## src/rtl/stage_audio_output.sv

```systemverilog
`default_nettype none
// ============================================================================
// Module      : stage_audio_output
// Description : Last stage of the audio pipeline. Mixed 16-bit samples are
//               queued in a small FIFO. Each sample is sent to an external DAC
//               as a Philips I2S frame. The mono sample is repeated on the
//               left and right channels. Overflow and underflow are reported
//               as sticky flags.
// Revision    : 1.0 - initial release
// ============================================================================
module stage_audio_output #(
    parameter int FIFO_DEPTH  = 4,
    parameter int START_LEVEL = 2,
    parameter int BCLK_DIV    = 4
) (
    input  logic                          i_Clock,
    input  logic                          i_Reset_n,
    input  logic                          i_Enable,
    input  logic                          i_SampleReady,
    input  logic [15:0]                   i_Sample,
    output logic                          o_I2S_BCLK,
    output logic                          o_I2S_LRCLK,
    output logic                          o_I2S_DATA,
    output logic [$clog2(FIFO_DEPTH):0]   o_FifoLevel,
    output logic                          o_Overflow,
    output logic                          o_Underflow
);

    localparam int c_AW = $clog2(FIFO_DEPTH);
    localparam int c_DW = (BCLK_DIV > 1) ? $clog2(BCLK_DIV) : 1;
    localparam logic [c_DW-1:0] c_DIV_TC = c_DW'(BCLK_DIV - 1);
    localparam logic [c_AW:0]   c_DEPTH  = (c_AW+1)'(FIFO_DEPTH);
    localparam logic [c_AW:0]   c_START  = (c_AW+1)'(START_LEVEL);

    typedef enum logic [0:0] {
        S_IDLE = 1'b0,
        S_RUN  = 1'b1
    } state_t;

    state_t             r_state;
    state_t             w_state_next;

    // Sample FIFO
    logic [15:0]        r_mem [FIFO_DEPTH];
    logic [c_AW-1:0]    r_wr_ptr;
    logic [c_AW-1:0]    r_rd_ptr;
    logic [c_AW:0]      r_level;
    logic               r_overflow;
    logic               r_underflow;

    // Serialiser
    logic [c_DW-1:0]    r_div;
    logic               r_bclk;
    logic               r_lrclk;
    logic [4:0]         r_slot;
    logic [15:0]        r_shift;
    logic [15:0]        r_hold;

    logic               w_full;
    logic               w_empty;
    logic               w_pop;
    logic               w_stop;
    logic               w_wr_en;
    logic               w_rd_en;
    logic [15:0]        w_pop_data;
    logic               w_tc;
    logic               w_bclk_fall;
    logic               w_frame_wrap;
    logic [4:0]         w_slot_next;

    assign w_full       = (r_level == c_DEPTH);
    assign w_empty      = (r_level == '0);
    // A pop from an empty FIFO supplies silence.
    assign w_pop_data   = w_empty ? 16'h0000 : r_mem[r_rd_ptr];
    // When full, a write is still accepted if the same cycle frees a slot.
    assign w_wr_en      = i_SampleReady && (!w_full || w_pop);
    assign w_rd_en      = w_pop && !w_empty;

    assign w_tc         = (r_div == c_DIV_TC);
    assign w_bclk_fall  = (r_state == S_RUN) && w_tc && r_bclk;
    assign w_slot_next  = r_slot + 5'd1;
    assign w_frame_wrap = w_bclk_fall && (r_slot == 5'd31);

    // State register
    always_ff @(posedge i_Clock or negedge i_Reset_n) begin
        if (!i_Reset_n) begin
            r_state <= S_IDLE;
        end else begin
            r_state <= w_state_next;
        end
    end

    // Next state, FIFO pop request and stop request
    always_comb begin
        w_state_next = r_state;
        w_pop        = 1'b0;
        w_stop       = 1'b0;
        case (r_state)
            S_IDLE: begin
                if (i_Enable && (r_level >= c_START)) begin
                    w_state_next = S_RUN;
                    w_pop        = 1'b1;
                end
            end
            S_RUN: begin
                if (w_frame_wrap) begin
                    if (!i_Enable) begin
                        w_state_next = S_IDLE;
                        w_stop       = 1'b1;
                    end else begin
                        w_pop        = 1'b1;
                    end
                end
            end
            default: begin
                w_state_next = S_IDLE;
            end
        endcase
    end

    // FIFO storage. Data needs no reset because the level gates every read.
    always_ff @(posedge i_Clock) begin
        if (w_wr_en) begin
            r_mem[r_wr_ptr] <= i_Sample;
        end
    end

    // FIFO pointers, level and sticky status flags
    always_ff @(posedge i_Clock or negedge i_Reset_n) begin
        if (!i_Reset_n) begin
            r_wr_ptr    <= '0;
            r_rd_ptr    <= '0;
            r_level     <= '0;
            r_overflow  <= 1'b0;
            r_underflow <= 1'b0;
        end else begin
            if (w_wr_en) begin
                r_wr_ptr <= r_wr_ptr + 1'b1;
            end
            if (w_rd_en) begin
                r_rd_ptr <= r_rd_ptr + 1'b1;
            end
            case ({w_wr_en, w_rd_en})
                2'b10:   r_level <= r_level + 1'b1;
                2'b01:   r_level <= r_level - 1'b1;
                default: r_level <= r_level;
            endcase
            if (i_SampleReady && w_full && !w_pop) begin
                r_overflow <= 1'b1;
            end
            if (w_pop && w_empty) begin
                r_underflow <= 1'b1;
            end
        end
    end

    // I2S bit-clock divider, slot counter and data/word-select shifter
    always_ff @(posedge i_Clock or negedge i_Reset_n) begin
        if (!i_Reset_n) begin
            r_div   <= '0;
            r_bclk  <= 1'b0;
            r_lrclk <= 1'b0;
            r_slot  <= '0;
            r_shift <= '0;
            r_hold  <= '0;
        end else if (r_state == S_IDLE) begin
            if (w_pop) begin
                r_div   <= '0;
                r_bclk  <= 1'b0;
                r_lrclk <= 1'b0;
                r_slot  <= '0;
                r_shift <= w_pop_data;
                r_hold  <= w_pop_data;
            end
        end else begin
            r_div <= w_tc ? '0 : r_div + 1'b1;
            if (w_tc) begin
                r_bclk <= ~r_bclk;
            end
            // Data and word select change only on BCLK falling edges.
            if (w_bclk_fall) begin
                r_slot  <= w_slot_next;
                r_lrclk <= (w_slot_next >= 5'd15) && (w_slot_next <= 5'd30);
                if (w_stop) begin
                    r_div   <= '0;
                    r_bclk  <= 1'b0;
                    r_lrclk <= 1'b0;
                    r_slot  <= '0;
                    r_shift <= '0;
                end else if (w_pop) begin
                    r_shift <= w_pop_data;
                    r_hold  <= w_pop_data;
                end else if (w_slot_next == 5'd16) begin
                    r_shift <= r_hold;
                end else begin
                    r_shift <= {r_shift[14:0], 1'b0};
                end
            end
        end
    end

    assign o_I2S_BCLK  = r_bclk;
    assign o_I2S_LRCLK = r_lrclk;
    assign o_I2S_DATA  = r_shift[15];
    assign o_FifoLevel = r_level;
    assign o_Overflow  = r_overflow;
    assign o_Underflow = r_underflow;

endmodule
`default_nettype wire

```

## config.mk

```make
export PLATFORM = sky130hd
export DESIGN_NAME = stage_audio_output
export DESIGN_NICKNAME = d
export VERILOG_FILES = /design/src/rtl/stage_audio_output.sv
export SDC_FILE = /design/constraint.sdc
export NUM_CORES = 1
export LEC_CHECK = 0
export ABC_AREA = 1
export BUFFER_PORTS_ARGS = -buffer_cell sky130_fd_sc_hd__buf_2
export CORE_UTILIZATION = 65
export DETAILED_ROUTE_END_ITERATION = 8
export PLACE_DENSITY_LB_ADDON = 0.05
export SYNTH_ARGS = -nofsm -noshare
export SYNTH_HDL_FRONTEND = slang
export SYNTH_SLANG_ARGS = --single-unit
```

## constraint.sdc

```tcl
create_clock -name i_Clock -period 6 [get_ports i_Clock]
set_input_delay 1.2 -clock i_Clock [delete_from_list [all_inputs] [get_ports i_Clock]]
set_output_delay 1.2 -clock i_Clock [all_outputs]
set_load 0.005 [all_outputs]
```

Yosys cells after proc, flatten, opt, wreduce, memory -nomap -nowiden
Memory sizes are Yosys's and may differ from the RTL's.
Index checks and enable logic that the tools add are counted.
{ "word_totals": {"word_cells": 91, "ram_bits": 64, "mem_count": 1, "output_inout_bits": 8, "register_bits": 51} }
{ "op_classes": {"reduce_logical": 19, "bitwise": 2, "n_lt_le_gt_ge": 3, "addsub": 6, "muxes": 40, "eq_ne": 8} }
{ "memory_table": {"columns": ["memory", "words", "width", "rd", "rd_ports_with_merged_regs", "write_ports", "line_no", "source"], "rows": [
  ["r_mem", 4, 16, 1, 0, 1, "44", "logic [15:0] r_mem [FIFO_DEPTH];"]
]} }
{ "ops": {"columns": ["cell", "n"], "rows": [
  ["$mux W16", 11],
  ["$mux W5", 4],
  ["$mux W1", 17],
  ["$eq A5 B5 Y1 const B", 2],
  ["$logic_and A1 B1 Y1", 10],
  ["$mux W2", 5],
  ["$add A2 B1 Y2 const B", 3],
  ["$pmux W3 S2", 1],
  ["$add A5 B1 Y5 const B", 1],
  ["$ge A5 B4 Y1 const B", 1],
  ["$le A5 B5 Y1 const B", 1],
  ["$eq A2 B2 Y1 const B", 2],
  ["$pmux W1 S2", 2],
  ["$reduce_and A2 Y1", 2],
  ["$reduce_bool A2 Y1", 2],
  ["$add A3 B1 Y3 const B", 1],
  ["$eq A3 B3 Y1 const B", 1],
  ["$ge A3 B2 Y1 const B", 1],
  ["$logic_not A1 Y1", 3],
  ["$logic_not A3 Y1", 1],
  ["$sub A3 B1 Y3 const B", 1],
  ["$eq A2 B1 Y1 const B", 1],
  ["$ne A2 B1 Y1 const B", 1],
  ["$ne A2 B2 Y1 const B", 1],
  ["2 further kinds", 3]
]} }

Logic depth before layout (Yosys ltp)
{ "depth": {"ltp_word": 10, "ltp_mapped": 16, "ltp_nobuf": 16} }

Least setup slack after synthesis
No wires, ideal clock.
{ "synth_timing": {"kind": "input to register", "startpoint": "input port i_Enable", "endpoint": "register r_level[2], in the netlist o_FifoLevel[2]", "path_stages": 9, "arrival_time_ns": 2.493, "path_buffers": 0, "setup_time_ns": 0.131, "slack_ns": 3.377, "cell_sequence": "nand2_2 -> nand2_1 -> nand2_1 -> ha_1 -> inv_1 -> fa_1 -> a21oi_1 -> o21ai_0 -> xor2_1"} }
{ "synth_via": {"elab_chain_cells": 7, "elab_cells_between_ends": 12} }
{ "synth_lines": {"columns": ["element", "line_no", "source"], "rows": [
  ["start, declared", "18", "input logic i_Enable,"],
  ["$mux W1 / $logic_and A1 B1 Y1 (equally long branches)", "107, 100", null],
  ["$mux W1 (on tied branches)", "106, 100", null],
  ["$pmux W1 S2 *", "98", "case (r_state)"],
  ["$logic_or A1 B1 Y1", "76", "assign w_wr_en = i_SampleReady && (!w_full || w_pop);"],
  ["$logic_and A1 B1 Y1", "76", null],
  ["$eq A2 B1 Y1 / $eq A2 B2 Y1 (equally long branches)", "143", "case ({w_wr_en, w_rd_en})"],
  ["$pmux W3 S2 / $reduce_bool A2 Y1 (equally long branches)", null, null],
  ["end signal, assigned", "144", "2'b10: r_level <= r_level + 1'b1;"],
  ["end signal, assigned", "145", "2'b01: r_level <= r_level - 1'b1;"],
  ["end signal, assigned", "146", "default: r_level <= r_level;"],
  ["end, declared", "47", "logic [c_AW:0] r_level;"]
]} }
Mark *: on every way between the ends. The rest lies on a longest branch, timed or not.
A chain may end at the register's enable or synchronous reset.

Final worst setup path
{ "layout_timing": {"startpoint": "register r_slot[0]", "endpoint": "memory r_mem[3][14] (enable)"} }
{ "layout_via": {"elab_chain_cells": 8} }
{ "layout_lines": {"columns": ["element", "line_no", "source"], "rows": [
  ["start, declared", "55", "logic [4:0] r_slot;"],
  ["start signal, assigned", "182", "r_slot <= w_slot_next;"],
  ["$eq A5 B5 Y1", "82", "assign w_frame_wrap = w_bclk_fall && (r_slot == 5'd31);"],
  ["$logic_and A1 B1 Y1", "82", null],
  ["$mux W1", "106", "if (w_frame_wrap) begin"],
  ["$pmux W1 S2", "98", null],
  ["$logic_or A1 B1 Y1", "76", null],
  ["$logic_and A1 B1 Y1", "76", null],
  ["$mux W1", "123", "if (w_wr_en) begin"],
  ["$mux W1 (not written as such)", "124", "r_mem[r_wr_ptr] <= i_Sample;"],
  ["end, declared", "44", null]
]} }
Every way passes these cells.

==> metrics.txt <==
# TYPE chip_impl_metric gauge
chip_impl_info{name="run_status",value="finished, final reports clean"} 1
chip_impl_metric{name="syn_to_final_growth",unit="%"} 14.07
chip_impl_metric{name="drt_first_pass_iters",unit=""} 5
chip_impl_metric{name="critical-path-max-stage-delay",unit="ps"} 1020
chip_impl_info{name="grt_setup_unrepaired",value="no"} 1
chip_impl_metric{name="post-route-util",unit="%"} 76.64
chip_impl_metric{name="vias",unit=""} 3745
chip_impl_metric{name="num_rows",unit=""} 32
chip_impl_info{name="mostFrequentLayoutCells",value="nand2_1 (144), edfxtp_1 (64), nor2_1 (61), o21ai_0 (61), dfrtp_1 (51)"} 1
chip_impl_info{name="cp_cell_sequence",value="ha_1, nand2_2, nor2_1, ha_1, nand3_1, nand2_1, nand2_2, nand2_1, nand2_1, nor2_1"} 1
chip_impl_info{name="timing.critical_path.from",value="r_slot[0]"} 1
chip_impl_info{name="layout.cells.most_common",value="nand2_1"} 1
chip_impl_info{name="holdCritPathClass",value="flip-flop to flip-flop"} 1
chip_impl_metric{name="fin_nets",unit=""} 587
chip_impl_metric{name="post_cts_hold_buffer_count",unit=""} 0
chip_impl_metric{name="die_height",unit="um"} 91.14
chip_impl_metric{name="finalClockSkew",unit="ps"} 10.46
chip_impl_metric{name="critical_path_arrival",unit="ps"} 3770
chip_impl_metric{name="avgRoutedWirePerCell",unit="um"} 15.04
chip_impl_metric{name="synth.lib_cells_used.distinct",unit=""} 30
chip_impl_metric{name="setup_total_negative_slack",unit="ps"} 0
chip_impl_info{name="crit_type",value="flip-flop to flip-flop"} 1
chip_impl_metric{name="drive_above_1_share",unit="%"} 13.36
chip_impl_metric{name="place_hpwl",unit="um"} 6304
chip_impl_info{name="endpoint_kind",value="flip-flop"} 1
chip_impl_metric{name="cts-buffers-inserted",unit=""} 17
chip_impl_metric{name="cts_num_sinks",unit=""} 115
chip_impl_metric{name="grt.overflow.total",unit=""} 0
chip_impl_metric{name="fmax",unit="GHz"} 0.2743
chip_impl_metric{name="final_period_minus_worst_setup_slack",unit="ps"} 3646
chip_impl_metric{name="timing.final.max_slew_violations",unit=""} 0
chip_impl_metric{name="fp.dieArea",unit="sq um"} 8307
chip_impl_metric{name="postSynthRegisterBits",unit=""} 115
chip_impl_info{name="critical_path.most_common_cell",value="nand2_1"} 1
chip_impl_metric{name="worst_setup_hold_path_clk_slew",unit="ps"} 60
chip_impl_metric{name="clock_latency",unit="ps"} 510
chip_impl_metric{name="postCtsSetupBuffers",unit=""} 0
chip_impl_metric{name="number_of_global_route_vias_before_repair",unit=""} 3566
chip_impl_metric{name="power_leakage",unit="nW"} 2.681
chip_impl_metric{name="finalHoldViolCount",unit=""} 0
chip_impl_metric{name="place.gp.congestion",unit=""} 0.7797
chip_impl_info{name="tritoncts",value="built"} 1
chip_impl_metric{name="route.antenna.remaining_nets",unit=""} 0
chip_impl_metric{name="number_of_i_o_port_buffers",unit=""} 27
chip_impl_metric{name="fp.dieW",unit="um"} 91.14
chip_impl_metric{name="max-vdd-ir-drop",unit="mV"} 0.3690
chip_impl_info{name="clock_tree_root_driver_cell",value="clkbuf_8"} 1
chip_impl_metric{name="syn-mean-instance-area",unit="sq um"} 9.745
chip_impl_metric{name="number_of_i_o_pins",unit=""} 28
chip_impl_metric{name="finalSetupViolCount",unit=""} 0
chip_impl_info{name="timing.rr.start",value="r_slot[0]"} 1
chip_impl_metric{name="reg2reg_depth",unit=""} 10
chip_impl_metric{name="warning_count_from_the_yosys_run",unit=""} 0
chip_impl_metric{name="power-per-cell-area",unit="nW/um^2"} 494.6
chip_impl_metric{name="sequential_share_of_the_synthesized_area",unit="%"} 61.92
chip_impl_metric{name="postSynthNetCount",unit=""} 561
chip_impl_metric{name="detailed_place.area",unit="sq um"} 5333
chip_impl_metric{name="placeable_area",unit="sq um"} 7687
chip_impl_info{name="worstHoldStart",value="o_Underflow"} 1
chip_impl_info{name="critPathLaunchType",value="flip-flop"} 1
chip_impl_metric{name="initial_utilization",unit="%"} 67.19
chip_impl_metric{name="worst_pin_slew",unit="ps"} 1282
chip_impl_metric{name="num_antenna_cells",unit=""} 0
chip_impl_metric{name="syn_area",unit="sq um"} 5165
chip_impl_metric{name="route.final.wire_length",unit="um"} 10090
chip_impl_info{name="slowest_stage",value="nor2_1"} 1
chip_impl_metric{name="netlist_instances",unit=""} 530
chip_impl_metric{name="remaining_drc_errors",unit=""} 0
chip_impl_metric{name="cts.htree.levels",unit=""} 4
chip_impl_metric{name="worstHoldPathCells",unit=""} 1
chip_impl_metric{name="critPathMaxFanout",unit=""} 52
chip_impl_metric{name="timing.hold.ws",unit="ps"} 480.2
chip_impl_metric{name="share_of_the_clock_period_used_by_the_worst_path_after_layout",unit="%"} 60.77
chip_impl_metric{name="drv.max_cap_violation_count",unit=""} 0
chip_impl_metric{name="grt_max_degree",unit=""} 53
chip_impl_metric{name="worst_ep_required_time",unit="ps"} 6120
chip_impl_metric{name="postLayoutCellArea",unit="sq um"} 5892
chip_impl_metric{name="grt.total_usage",unit="%"} 27.25
chip_impl_metric{name="antenna_violations_before_repair",unit=""} 0
chip_impl_metric{name="detailedRoute.firstIterationViolations",unit=""} 239
chip_impl_metric{name="viasPerCell",unit=""} 5.581
chip_impl_metric{name="grt_first_pass_wirelength",unit="um"} 17250
chip_impl_metric{name="post_cts_resize_count",unit=""} 0
chip_impl_metric{name="max-slew-margin-rel",unit="%"} 14.24
chip_impl_metric{name="cts.path.max_buffers",unit=""} 2
[Yosys cell counts (all sizes together)]
master	count	area (sq um)
nand2	148	565.5
o21ai	74	374.1
edfxtp	64	1922
nor2	62	249.0
dfrtp	51	1276
nand3	34	182.7
inv	24	90.09
a21oi	20	100.1
buf	20	117.6
ha	10	125.1
clkbuf	6	22.52
xor2	4	35.03
nand4	2	12.51
nor3	2	10.01
o22ai	2	12.51
xnor2	2	17.52
a22o	1	8.760
a31o	1	8.760
fa	1	20.02
o21bai	1	7.510
o31ai	1	7.510
[kinds of logic (layout without fill, tap and decap cells)]
| kind of cell | after synthesis | count (layout) | share of synthesized area [%] |
|---|---|---|---|
| and+or+nand+nor | 248 | 248 | 19.74 |
| DFF | 115 | 115 | 61.92 |
| AOI/OAI and AO/OA | 100 | 100 | 10.05 |
| buffers and inverters | 50 | 89 | 4.457 |
| adders and majority gates | 11 | 11 | 2.810 |
| xor gates and xnor gates | 6 | 6 | 1.017 |
[report_power, final]
group | leakage [nW] | internal, mW | total (mW) | switching [mW]
clock | 0.272 | 0.558 | 0.939 | 0.381
combinational | 1.17 | 0.267 | 0.813 | 0.546
sequential | 1.24 | 1.05 | 1.16 | 0.108
[layer usage]
layer / up-vias / GRT usage [%] / share of wire, % / wire [um]
li1: 1838 / - / - / -
met1: 1775 / 40.00 / 45 / 4571
met2: 121 / 40.21 / 47 / 4743
met3: 11 / 6.616 / 6.8 / 689
met4: 0 / 9.392 / 0.86 / 87
met5: - / 0 / 0 / 0
[critical path: cells and delay by family, from the launching register on]
| family | cells | cell delay [ps] |
|---|---|---|
| adders and majority gates | 2 | 410 |
| DFF | 1 | 480 |
| and+or+nand+nor | 8 | 2350 |
[registers in the layout, indices dropped and copies added (netlist names), 2 cells and up]
| signal | cells |
|---|---|
| r_rd_ptr | 2 |
| o_FifoLevel | 3 |
| r_shift | 16 |
| r_div | 2 |
| r_hold | 16 |
| r_mem | 64 |
| r_wr_ptr | 2 |
| r_slot | 5 |
[cell type report]
type                            instances  area, sq um
Tap cell                              102        127.6
Clock buffer                           17        414.1
Clock inverter                         15        145.1
Timing Repair Buffer                   33        180.2
Inverter                               24        90.09
Fill cell                             517         1795
Sequential cell                       115         3198
Multi-Input combinational cell        365         1737
[metrics by stage]
| step | total power [mW] | worst slack [ps] | instances |
|---|---|---|---|
| 2_1_floorplan | 1.752 | 3377 | 530 |
| 3_3_place_gp | 1.940 | 2374 | 639 |
| 3_5_place_dp | 1.980 | 2316 | 639 |
| 4_1_cts | 2.922 | 2297 | 671 |
| 5_1_grt | 3.111 | 1962 | 671 |
| 6_report | 2.914 | 2354 | 671 |
[final timing paths]
kind | to | slack (ps)
max | r_mem[3][14] | 2350
min | o_Underflow | 480
max in group asynchronous | r_hold[14] | 4760
max reg2reg | r_mem[3][14] | 2350
min reg2reg | o_Underflow | 480
min in group asynchronous | r_slot[4] | 800
No activity file was read; power rests on OpenSTA's default activity.
